[src/rtl/branch_predictor.sv]
// Bimodal branch predictor: a table of 2-bit saturating counters indexed by PC,
// with a registered lookup port, a resolve/update port and a fetch-redirect handshake.
module branch_predictor #(
  parameter int unsigned ENTRIES    = 16,
  parameter logic [1:0]  INIT_STATE = 2'b01
) (
  input  logic        clk,
  input  logic        reset,
  input  logic        fetch_valid,
  input  logic [31:0] fetch_pc,
  output logic        predict_valid,
  output logic        predict_taken,
  input  logic        resolve_valid,
  output logic        resolve_ready,
  input  logic [31:0] resolve_pc,
  input  logic        resolve_taken,
  input  logic        resolve_predicted,
  input  logic [31:0] resolve_target,
  input  logic [31:0] resolve_next_pc,
  output logic        redirect_valid,
  input  logic        redirect_ready,
  output logic [31:0] redirect_pc,
  output logic [15:0] mispredict_count
);

  localparam int unsigned IdxW = $clog2(ENTRIES);

  logic [1:0]      ctr_q [ENTRIES];
  logic [IdxW-1:0] fetch_idx;
  logic [IdxW-1:0] resolve_idx;
  logic [1:0]      ctr_old;
  logic [1:0]      ctr_new;
  logic            accept;
  logic            mispredict;

  logic            predict_valid_q;
  logic            predict_taken_q;
  logic            redirect_valid_q;
  logic [31:0]     redirect_pc_q;
  logic [15:0]     mispredict_count_q;

  // Only the word-index bits address the table; the rest are deliberately dropped.
  logic unused_pc_bits;
  assign unused_pc_bits = ^{fetch_pc[31:IdxW+2], fetch_pc[1:0],
                            resolve_pc[31:IdxW+2], resolve_pc[1:0]};

  assign fetch_idx   = fetch_pc[IdxW+1:2];
  assign resolve_idx = resolve_pc[IdxW+1:2];

  assign resolve_ready = !redirect_valid_q || redirect_ready;
  assign accept        = resolve_valid && resolve_ready;
  assign mispredict    = accept && (resolve_taken != resolve_predicted);

  always_comb begin
    ctr_old = ctr_q[resolve_idx];
    ctr_new = ctr_old;
    if (resolve_taken) begin
      if (ctr_old != 2'b11) ctr_new = ctr_old + 2'd1;
    end else begin
      if (ctr_old != 2'b00) ctr_new = ctr_old - 2'd1;
    end
  end

  // Lookup reads ctr_q before this edge's update, so a same-index collision
  // returns the pre-update counter.
  always_ff @(posedge clk or posedge reset) begin
    if (reset) begin
      for (int i = 0; i < int'(ENTRIES); i++) ctr_q[i] <= INIT_STATE;
      predict_valid_q    <= 1'b0;
      predict_taken_q    <= 1'b0;
      redirect_valid_q   <= 1'b0;
      redirect_pc_q      <= 32'h0;
      mispredict_count_q <= 16'h0;
    end else begin
      predict_valid_q <= fetch_valid;
      predict_taken_q <= fetch_valid ? ctr_q[fetch_idx][1] : 1'b0;
      if (accept) ctr_q[resolve_idx] <= ctr_new;
      if (mispredict) begin
        redirect_valid_q <= 1'b1;
        redirect_pc_q    <= resolve_taken ? resolve_target : resolve_next_pc;
        if (mispredict_count_q != 16'hFFFF) mispredict_count_q <= mispredict_count_q + 16'd1;
      end else if (redirect_valid_q && redirect_ready) begin
        redirect_valid_q <= 1'b0;
      end
    end
  end

  assign predict_valid    = predict_valid_q;
  assign predict_taken    = predict_taken_q;
  assign redirect_valid   = redirect_valid_q;
  assign redirect_pc      = redirect_pc_q;
  assign mispredict_count = mispredict_count_q;

endmodule

[config.mk]
export PLATFORM = sky130hd
export DESIGN_NAME = branch_predictor
export DESIGN_NICKNAME = d
export VERILOG_FILES = /design/src/rtl/branch_predictor.sv
export SDC_FILE = /design/constraint.sdc
export NUM_CORES = 1
export LEC_CHECK = 0
export BUFFER_PORTS_ARGS = -buffer_cell sky130_fd_sc_hd__buf_2
export CAP_MARGIN = 20
export CORE_MARGIN = 2
export CORE_UTILIZATION = 47
export DETAILED_ROUTE_END_ITERATION = 6
export HOLD_SLACK_MARGIN = 0.06
export PLACE_DENSITY = 0.89
export SETUP_SLACK_MARGIN = 0.1
export SLEW_MARGIN = 15
export SYNTH_ARGS = -nofsm -noshare
export SYNTH_HDL_FRONTEND = slang
export SYNTH_SLANG_ARGS = --single-unit
[constraint.sdc]
create_clock -name clk -period 3.2 [get_ports clk]
set_clock_uncertainty 0.1 [all_clocks]
set_input_delay 0.32 -clock clk [delete_from_list [all_inputs] [get_ports clk]]
set_output_delay 0.32 -clock clk [all_outputs]
set_load 0.01 [all_outputs]
==> qor.txt, run 1 <==
Iteration-0 DRC Markers = 85
first-pass iteration count of the detailed router = 4
critical path peak fanout = 19
DRC viols = 0
Core Rows = 34
Slew HR = 0.599
critical path, cell by cell = buf_2 -> mux4_2 -> mux2_2 -> maj3_2 -> mux2_2
WL final = 9.19 mm
R2R Path Start = ctr_q[5]
critical path class = input port to flip-flop
die area = 0.00956 mm²
clk slew on worst S/H paths = 0.09 ns
R2R Path End = ctr_q[5]
pins over their slew limit = 0
Ports = 187
Final nets = 607
Final min period = 2.17 ns
unrepaired setup endpoints after global routing = false
CP Data Required Time = 3.33 ns
Pwr Density = 624 mW/mm²
LEAKAGE = 2.53 nW
Seq/Total Area, Yosys = 0.508
Final period util = 0.677
Yosys reg bits = 83
Worst Hold End = redirect_pc[1]
CP Buf/Inv Count = 1
Starting Density = 0.478
drt wl/cell = 15.7 µm
Synth top area share = 0.406
Crit-path slowest cell = mux4_2
syn_nets = 482
largest net degree at the start of global routing = 66
Worst R2R Setup Slack = 1.09 ns
clock root cell = clkbuf_8
CTS resizes = 0
Die X = 97.8 µm
dpl ws = 0.682 ns
Worst Path Arrival = 2.30 ns
layout cells sized above 1 = 0.462
CP max stage delay = 0.61 ns
Congestion Overflow GR = 0
vias = 3,185
Worst R2R Path Depth = 4
fmax = 462 MHz
Layout Cells excl Fill = 584
DP HPWL = 6.74 mm
Fillers = 723
gr usage total = 0.198
Mean Syn Cell Area = 11.9 µm²
final setup fails = 0
# diodes = 0
Final WS setup = 1.03 ns
global-route wire length before repair = 15.4 mm
Post-DRT Antenna Nets = 0
PortBufs = 130
Top delay family on crit path = multiplexers
max cap viols = 0
CTS tree = done
# placed instances = 565
warnings from Yosys = 0
cell depth of the worst hold path = 3
worst-margin pin slew = 0.602 ns
post-synth cell types = 37
Mapped Cells = 346
Max Root-Sink Buffers = 2
htree depth = 3
via count of the first global-routing pass = 3,306
final hold vios = 0
initial antenna violation count = 0
leading area contributor after synthesis = dfrtp_1
HP Start = resolve_next_pc[1]
GP Congestion = 0.855
Critical Path Source Type = input port
Synth area leaders = dfrtp_1 (41%), dfstp_2 (10%), mux2_2 (10%), mux2i_1 (8.5%), mux4_2 (7.1%)
Mapped Area = 0.00413 mm²
status = finished, final reports clean
worst vdd ir = 0.282 mV
# clock sinks = 83
Clk Latency, worst-skew pair = 0.34 ns
Core Area = 0.00864 mm²
Syn-to-layout area delta = 23.8%
Min-Delay Path Class = input port to flip-flop
vias per cell = 5.45
clock buffers created by TritonCTS = 9
Min Hold Slack = 0.154 ns
Layout Utilization = 0.592
die height = 97.8 µm
sum of negative setup slack = 0 ns
Worst Setup End Kind = flip-flop
most frequent cell on the critical path = mux2_2
==> through the flow <==
stage | power (mW) | cell area, µm²
floorplan | 2.04 | 4130
global placement | 2.30 | 4850
detailed placement | 2.38 | 4850
CTS | 3.21 | 5090
global route | 3.37 | 5110
finish | 3.19 | 5110
==> metal layers <==
layer | track usage | up-vias | part of all wire
li1 | - | 1505 | -
met1 | 0.235 | 1563 | 0.41
met2 | 0.350 | 101 | 0.53
met3 | 0.0379 | 16 | 0.043
met4 | 0.0865 | 0 | 0.019
met5 | 0 | - | 0
==> area by class of cell <==
type | instances | area, µm² | area share
multi-input cells | 237 | 1930 | 0.378
flip-flops and latches | 83 | 2100 | 0.410
well taps | 108 | 135 | 0.0264
inverters | 4 | 16.3 | 0.00318
clock inverters | 4 | 75.1 | 0.0147
clock buffers | 12 | 145 | 0.0284
repair buffers | 136 | 713 | 0.139
==> cell families (layout without fill, tap and decap cells) <==
group,count (synthesis),count (layout),share of synthesized area
flip-flops,83,83,0.508
multiplexers,85,85,0.257
AND/OR/NAND/NOR,89,89,0.109
buffers and inverters,26,156,0.0260
AO/OA/AOI/OAI,45,45,0.0594
adder cells (fa/ha/maj),5,5,0.0139
XOR/XNOR,13,13,0.0276
==> where the power goes <==
part	switching, mW	leakage (nW)	internal, mW	total (mW)
Combinational	0.402	1.40	0.431	0.833
Sequential	0.172	1.03	1.36	1.53
Clock	0.369	0.103	0.462	0.831
Total	0.943	2.53	2.25	3.19
==> cells in the mapped netlist (all sizes together) <==
| master | count |
|---|---|
| o211ai | 5 |
| nor2b | 2 |
| ha | 1 |
| dfrtp | 67 |
| a21boi | 1 |
| nand4 | 9 |
| nand2b | 4 |
| nor3 | 5 |
| and2 | 2 |
| nor4b | 1 |
| and3 | 8 |
| a21oi | 3 |
| nor4 | 3 |
| dfstp | 16 |
| mux2i | 35 |
| or3 | 1 |
| buf | 7 |
| nand2 | 39 |
| clkbuf | 15 |
| nand4b | 1 |
| and4 | 2 |
| mux4 | 13 |
| o21ai | 33 |
| xor2 | 5 |
| a31oi | 2 |
| inv | 4 |
| nand3b | 2 |
| nor2 | 3 |
| maj3 | 4 |
| o21bai | 1 |
| nand3 | 6 |
| xnor2 | 8 |
| mux2 | 37 |
| or2 | 1 |
==> cells in the final DEF (no fill, tap or decap), types with 3 or more instances in the layout <==
cell type and instances:
buf_2 130, dfrtp_1 67, nand2_1 39, mux2_2 37
mux2i_1 35, o21ai_0 22, dfstp_2 16, mux4_2 13
o21ai_1 11, clkbuf_8 10, nand4_1 9, and3_1 8
xnor2_1 8, xor2_1 5, nor3_1 5, nand3_1 5
o211ai_1 5, nand2b_1 4, maj3_2 4, inv_1 3
nor2_1 3, a21oi_1 3, nor4_1 3, buf_4 3
==> worst register-to-register path, cell delays in order (launching register included) <==
cell and delay [ns]:
dfrtp_1 0.43, mux4_2 0.48, mux2_2 0.29, maj3_2 0.39, mux2_2 0.30
==> worst max path at each step <==
stage                                   start             endpoint  slack (ns)  depth (start not counted)
final                           resolve_pc[2]             ctr_q[5]        1.03                          5
after global routing      mispredict_count[0]  mispredict_count[1]        0.97                          5
after CTS                      redirect_valid      redirect_pc[16]        1.05                          3
after detailed placement        resolve_pc[2]             ctr_q[5]        0.68                          5
after global placement          resolve_pc[2]            ctr_q[13]        0.75                          5
after floorplan                         reset            ctr_q[11]        0.67                          1
==> registers in the layout, summed over array words and instances (netlist names) <==
| signal | flops |
|---|---|
| ctr_q | 32 |
| redirect_pc | 32 |
| mispredict_count | 16 |
| predict_taken | 1 |
| predict_valid | 1 |
| redirect_valid | 1 |
==> timing repair <==
action | in CTS | in global routing
endpoints found under the hold margin | 15 | 0
setup buffers | 0 | 0
hold buffers | 2 | 0
No activity file was read; power rests on OpenSTA's default activity.
==> run 2, diff against run 1 <==
- CORE_UTILIZATION: 47 -> 43
- PLACE_DENSITY: 0.89 -> 0.86
- clock period: 3.2 -> 1.9 ns (I/O delays scaled with it)
==> qor.txt, run 2 (same netlist as run 1, synthesis figures left out) <==
gr usage total = 0.222 (was 0.198)
DP HPWL = 7.21 mm (was 6.74 mm)
unrepaired setup endpoints after global routing = true (was false)
# diodes = 0 (unchanged)
crit path from = ctr_q[13] (was resolve_pc[2])
most common cell after layout, fill and taps aside = buf_2 (unchanged)
Max Root-Sink Buffers = 2 (unchanged)
pins over their slew limit = 0 (unchanged)
Min-Delay Path Class = input port to flip-flop (unchanged)
Final min period = 2.06 ns
Final nets = 685 (was 607)
drt wl/cell = 16.7 µm (was 15.7 µm)
Min Hold Slack = 0.0633 ns (was 0.154 ns)
CP Data Required Time = 2.03 ns (was 3.33 ns)
Final period util = 1.08
DRC viols = 0 (unchanged)
via count of the first global-routing pass = 3,804 (was 3,306)
clock buffers created by TritonCTS = 9 (unchanged)
Post-DRT Antenna Nets = 0 (unchanged)
CTS tree = done (unchanged)
Ports = 187 (unchanged)
critical path class = flip-flop to flip-flop (was input port to flip-flop)
Slew HR = 0.597 (was 0.599)
Pwr Density = 986 mW/mm² (was 624 mW/mm²)
dpl ws = -0.320 ns (was 0.682 ns)
worst vdd ir = 0.463 mV (was 0.282 mV)
clk slew on worst S/H paths = 0.08 ns (was 0.09 ns)
max cap viols = 0 (unchanged)
Critical Path Source Type = flip-flop (was input port)
HP Start = resolve_next_pc[17] (was resolve_next_pc[1])
clock root cell = clkbuf_8 (unchanged)
Die X = 102 µm (was 97.8 µm)
R2R Path Start = ctr_q[13] (was ctr_q[5])
GP Congestion = 0.777 (was 0.855)
Worst Path Arrival = 2.19 ns (was 2.30 ns)
Iteration-0 DRC Markers = 135 (was 85)
final setup fails = 33 (was 0)
Fillers = 710 (was 723)
Congestion Overflow GR = 0 (unchanged)
# clock sinks = 83 (unchanged)
Worst Setup End Kind = flip-flop (unchanged)
Final WS setup = -0.155 ns (was 1.03 ns)
critical path peak fanout = 8 (was 19)
worst-margin pin slew = 0.605 ns (was 0.602 ns)
LEAKAGE = 2.93 nW (was 2.53 nW)
first-pass iteration count of the detailed router = 7 (was 4)
htree depth = 3 (unchanged)
vias = 3,639 (was 3,185)
Clk Latency, worst-skew pair = 0.35 ns (was 0.34 ns)
WL final = 11.4 mm (was 9.19 mm)
die area = 0.0104 mm² (was 0.00956 mm²)
failing checks = setup timing
global-route wire length before repair = 18.0 mm (was 15.4 mm)
initial antenna violation count = 0 (unchanged)
fmax = 487 MHz
die height = 102 µm (was 97.8 µm)
commonest cells after routing, fill and taps aside = buf_2 (130), dfrtp_1 (65), dlygate4sd3_1 (56), nand2_1 (39), mux2i_1 (35) (was buf_2 (130), dfrtp_1 (67), nand2_1 (39), mux2_2 (37), mux2i_1 (35))
final hold vios = 0 (unchanged)
Core Area = 0.00928 mm² (was 0.00864 mm²)
layout cells sized above 1 = 0.458 (was 0.462)
vias per cell = 5.33 (was 5.45)
PortBufs = 130 (unchanged)
Syn-to-layout area delta = 45.3% (was 23.8%)
Core Rows = 35 (was 34)
Starting Density = 0.445 (was 0.478)
status = finished with violations (was finished, final reports clean)
largest net degree at the start of global routing = 84 (was 66)
-- run 2: changes by cell type in the layout (fill, tap and decap cells not counted), moves of 2 or more --
cell,previous run,this run
mux2_4,0,13
nor4_2,0,2
nor4_1,3,0
dfrtp_1,67,65
buf_4,3,26
dfrtp_2,0,2
dlygate4sd3_1,2,56
mux2_2,37,24
-- run 2: layer usage --
| layer | global-route usage | share of wire |
|---|---|---|
| met1 | 0.257 | 0.38 |
| met2 | 0.401 | 0.53 |
| met3 | 0.0417 | 0.045 |
| met4 | 0.101 | 0.037 |
| met5 | 0 | 0 |
-- run 2: critical path, cell delays in order (launching register included) --
cell	delay, ns
dfrtp_1	0.40
mux4_2	0.48
mux2_4	0.29
maj3_2	0.38
mux2_2	0.29
-- run 2: path summary, 6_finish.rpt --
| path | to | slack [ns] | depth (start not counted) |
|---|---|---|---|
| min in group asynchronous | redirect_pc[8] | 0.40 | 4 |
| max in group asynchronous | ctr_q[20] | 0.92 | 4 |
| setup / recovery | ctr_q[15] | -0.16 | 4 |
| hold / removal | redirect_pc[17] | 0.06 | 3 |
| setup reg to reg | ctr_q[15] | -0.16 | 4 |
| hold reg to reg | redirect_pc[17] | 0.38 | 2 |
-- run 2: final cells by class --
| cell class | count | area, µm² | share of cell area |
|---|---|---|---|
| clock buffers | 12 | 155 | 0.0258 |
| clock inverters | 4 | 97.6 | 0.0163 |
| inverters | 4 | 18.8 | 0.00313 |
| multi-input cells | 237 | 2020 | 0.337 |
| flip-flops and latches | 83 | 2100 | 0.350 |
| well taps | 129 | 161 | 0.0269 |
| repair buffers | 214 | 1450 | 0.241 |
-- run 2: stage by stage --
stage / utilization / area, µm² / power (mW) / instances / setup TNS [ns]
after floorplan: - / 4150 / 3.44 / 346 / -0.256
after global placement: 0.547 / 5080 / 4.04 / 608 / -7.40
after detailed placement: 0.547 / 5080 / 4.14 / 608 / -8.91
after CTS: 0.640 / 5940 / 5.87 / 680 / -2.75
after global routing: 0.647 / 6000 / 6.23 / 683 / -4.94
final: 0.647 / 6000 / 5.92 / 683 / -3.30
-- run 2: what timing repair did --
action                                 in CTS  in global routing
setup endpoints to repair                  35                 47
hold buffers                               56                  0
gates resized for setup                    11                 11
endpoints found under the hold margin      98                  0
pin swaps                                   2                  5
setup buffers                               2                  3
-- run 2: power breakdown --
| group | internal (mW) | switching [mW] | total, mW |
|---|---|---|---|
| clock | 0.947 | 0.627 | 1.57 |
| combinational | 1.00 | 0.790 | 1.79 |
| sequential | 2.29 | 0.267 | 2.55 |
==> run 3, diff against run 2 <==
- CELL_PAD_IN_SITES_DETAIL_PLACEMENT: unset -> 1
- CELL_PAD_IN_SITES_GLOBAL_PLACEMENT: unset -> 2
- CORE_UTILIZATION: 43 -> 26
==> qor.txt, run 3 (same netlist as run 1, synthesis figures left out) <==
pins over their slew limit = 0 (unchanged)
Core Rows = 46 (was 35)
final hold vios = 0 (unchanged)
DP HPWL = 8.33 mm (was 7.21 mm)
DRC viols = 0 (unchanged)
die height = 130 µm (was 102 µm)
max cap viols = 0 (unchanged)
Clk Latency, worst-skew pair = 0.34 ns (was 0.35 ns)
largest net degree at the start of global routing = 84 (unchanged)
Ports = 187 (unchanged)
Max Root-Sink Buffers = 2 (unchanged)
CP Data Required Time = 2.03 ns (about the same)
clock root cell = clkbuf_16 (was clkbuf_8)
# diodes = 0 (unchanged)
Slew HR = 0.566 (was 0.597)
critical path peak fanout = 8 (unchanged)
Worst Path Arrival = 2.21 ns (was 2.19 ns)
clk slew on worst S/H paths = 0.07 ns (was 0.08 ns)
most frequent cell on the critical path = mux2_4
worst-margin pin slew = 0.646 ns (was 0.605 ns)
dpl ws = -0.366 ns (was -0.320 ns)
Die X = 130 µm (was 102 µm)
Worst Setup End Kind = flip-flop (unchanged)
LEAKAGE = 3.07 nW (was 2.93 nW)
critical path, cell by cell = mux4_2 -> mux2_4 -> maj3_2 -> mux2_4 (was mux4_2 -> mux2_4 -> maj3_2 -> mux2_2)
critical path class = flip-flop to flip-flop (unchanged)
WL final = 13.3 mm (was 11.4 mm)
Min-Delay Path Class = input port to flip-flop (unchanged)
Crit-path slowest cell = mux4_2 (unchanged)
Final period util = 1.09 (was 1.08)
Post-DRT Antenna Nets = 0 (unchanged)
drt wl/cell = 17.0 µm (was 16.7 µm)
CP Buf/Inv Count = 0 (unchanged)
vias per cell = 4.65 (was 5.33)
htree depth = 3 (unchanged)
first-pass iteration count of the detailed router = 4 (was 7)
initial antenna violation count = 0 (unchanged)
unrepaired setup endpoints after global routing = true (unchanged)
GP Congestion = 0.808 (was 0.777)
# clock sinks = 83 (unchanged)
CP max stage delay = 0.51 ns (was 0.48 ns)
Final WS setup = -0.180 ns (was -0.155 ns)
worst vdd ir = 0.407 mV (was 0.463 mV)
layout cells sized above 1 = 0.475 (was 0.458)
most common cell after layout, fill and taps aside = buf_2 (unchanged)
Final nets = 695 (was 685)
status = finished with violations (unchanged)
Critical Path Source Type = flip-flop (unchanged)
die area = 0.0169 mm² (was 0.0104 mm²)
final setup fails = 33 (unchanged)
Pwr Density = 1020 mW/mm² (was 986 mW/mm²)
gr usage total = 0.167 (was 0.222)
Top delay family on crit path = multiplexers (unchanged)
sum of negative setup slack = -4.10 ns (was -3.30 ns)
clock buffers created by TritonCTS = 9 (unchanged)
global-route wire length before repair = 21.5 mm (was 18.0 mm)
Iteration-0 DRC Markers = 175 (was 135)
Final min period = 2.08 ns (was 2.06 ns)
Starting Density = 0.263 (was 0.445)
CTS tree = done (unchanged)
Syn-to-layout area delta = 53.4% (was 45.3%)
via count of the first global-routing pass = 4,042 (was 3,804)
Core Area = 0.0157 mm² (was 0.00928 mm²)
Congestion Overflow GR = 0 (unchanged)
vias = 3,630 (was 3,639)
fmax = 481 MHz (was 487 MHz)
failing checks = setup timing (unchanged)
commonest cells after routing, fill and taps aside = buf_2 (130), dfrtp_1 (65), dlygate4sd3_1 (59), nand2_1 (39), mux2i_1 (35) (was buf_2 (130), dfrtp_1 (65), dlygate4sd3_1 (56), nand2_1 (39), mux2i_1 (35))
PortBufs = 130 (unchanged)
-- run 3: metrics by stage --
stage / area (µm²) / total power [mW] / util / hold WS (ns) / std cells
after global routing: 6340 / 6.86 / 0.403 / 0.0840 / 780
after floorplan: 4150 / 3.44 / - / 0.121 / 346
after global placement: 5210 / 4.09 / 0.331 / 0.212 / 696
after detailed placement: 5210 / 4.20 / 0.331 / 0.215 / 696
final: 6340 / 6.47 / 0.403 / 0.0666 / 780
after CTS: 6190 / 6.39 / 0.394 / 0.0602 / 774
-- run 3: power by group --
part           total (mW)  switching (mW)  internal, mW
Combinational        1.95           0.840          1.11
Clock                1.94           0.753          1.19
Sequential           2.58           0.287          2.29
-- run 3: tightest hold or removal path, delay by kind of cell --
kind	cells	cell delay, ns
compound gates	1	0.15
buf+inv	1	0.07
mux	1	0.06
-- run 3: worst paths after layout --
kind / from / end / slack [ns] / depth (start not counted)
max: ctr_q[13] / ctr_q[25] / -0.18 / 4
min: resolve_next_pc[10] / redirect_pc[10] / 0.07 / 3
max reg2reg: ctr_q[13] / ctr_q[25] / -0.18 / 4
min reg2reg: redirect_pc[23] / redirect_pc[23] / 0.38 / 2
max in group asynchronous: reset / ctr_q[20] / 0.87 / 4
min in group asynchronous: reset / redirect_pc[19] / 0.37 / 4
-- run 3: layout make-up --
| cell class | count | area, µm² |
|---|---|---|
| fillers | 1752 | 9380 |
| clock buffers | 10 | 239 |
| multi-input cells | 237 | 2080 |
| well taps | 216 | 270 |
| clock inverters | 6 | 87.6 |
| inverters | 4 | 18.8 |
| flip-flops and latches | 83 | 2100 |
| repair buffers | 224 | 1550 |
-- run 3: per-layer routing --
metal,global-route usage,vias to the layer above,part of all wire
li1,-,1685,-
met1,0.197,1808,0.41
met2,0.283,115,0.52
met3,0.0385,22,0.050
met4,0.0854,0,0.024
met5,0,-,0
-- run 3: repair_timing --
action | CTS | global route
resized for setup | 12 | 28
endpoints found under the setup margin | 33 | 47
setup buffers | 3 | 7
pin swaps | 3 | 8
hold endpoints to repair | 101 | 0
hold buffers | 59 | 0
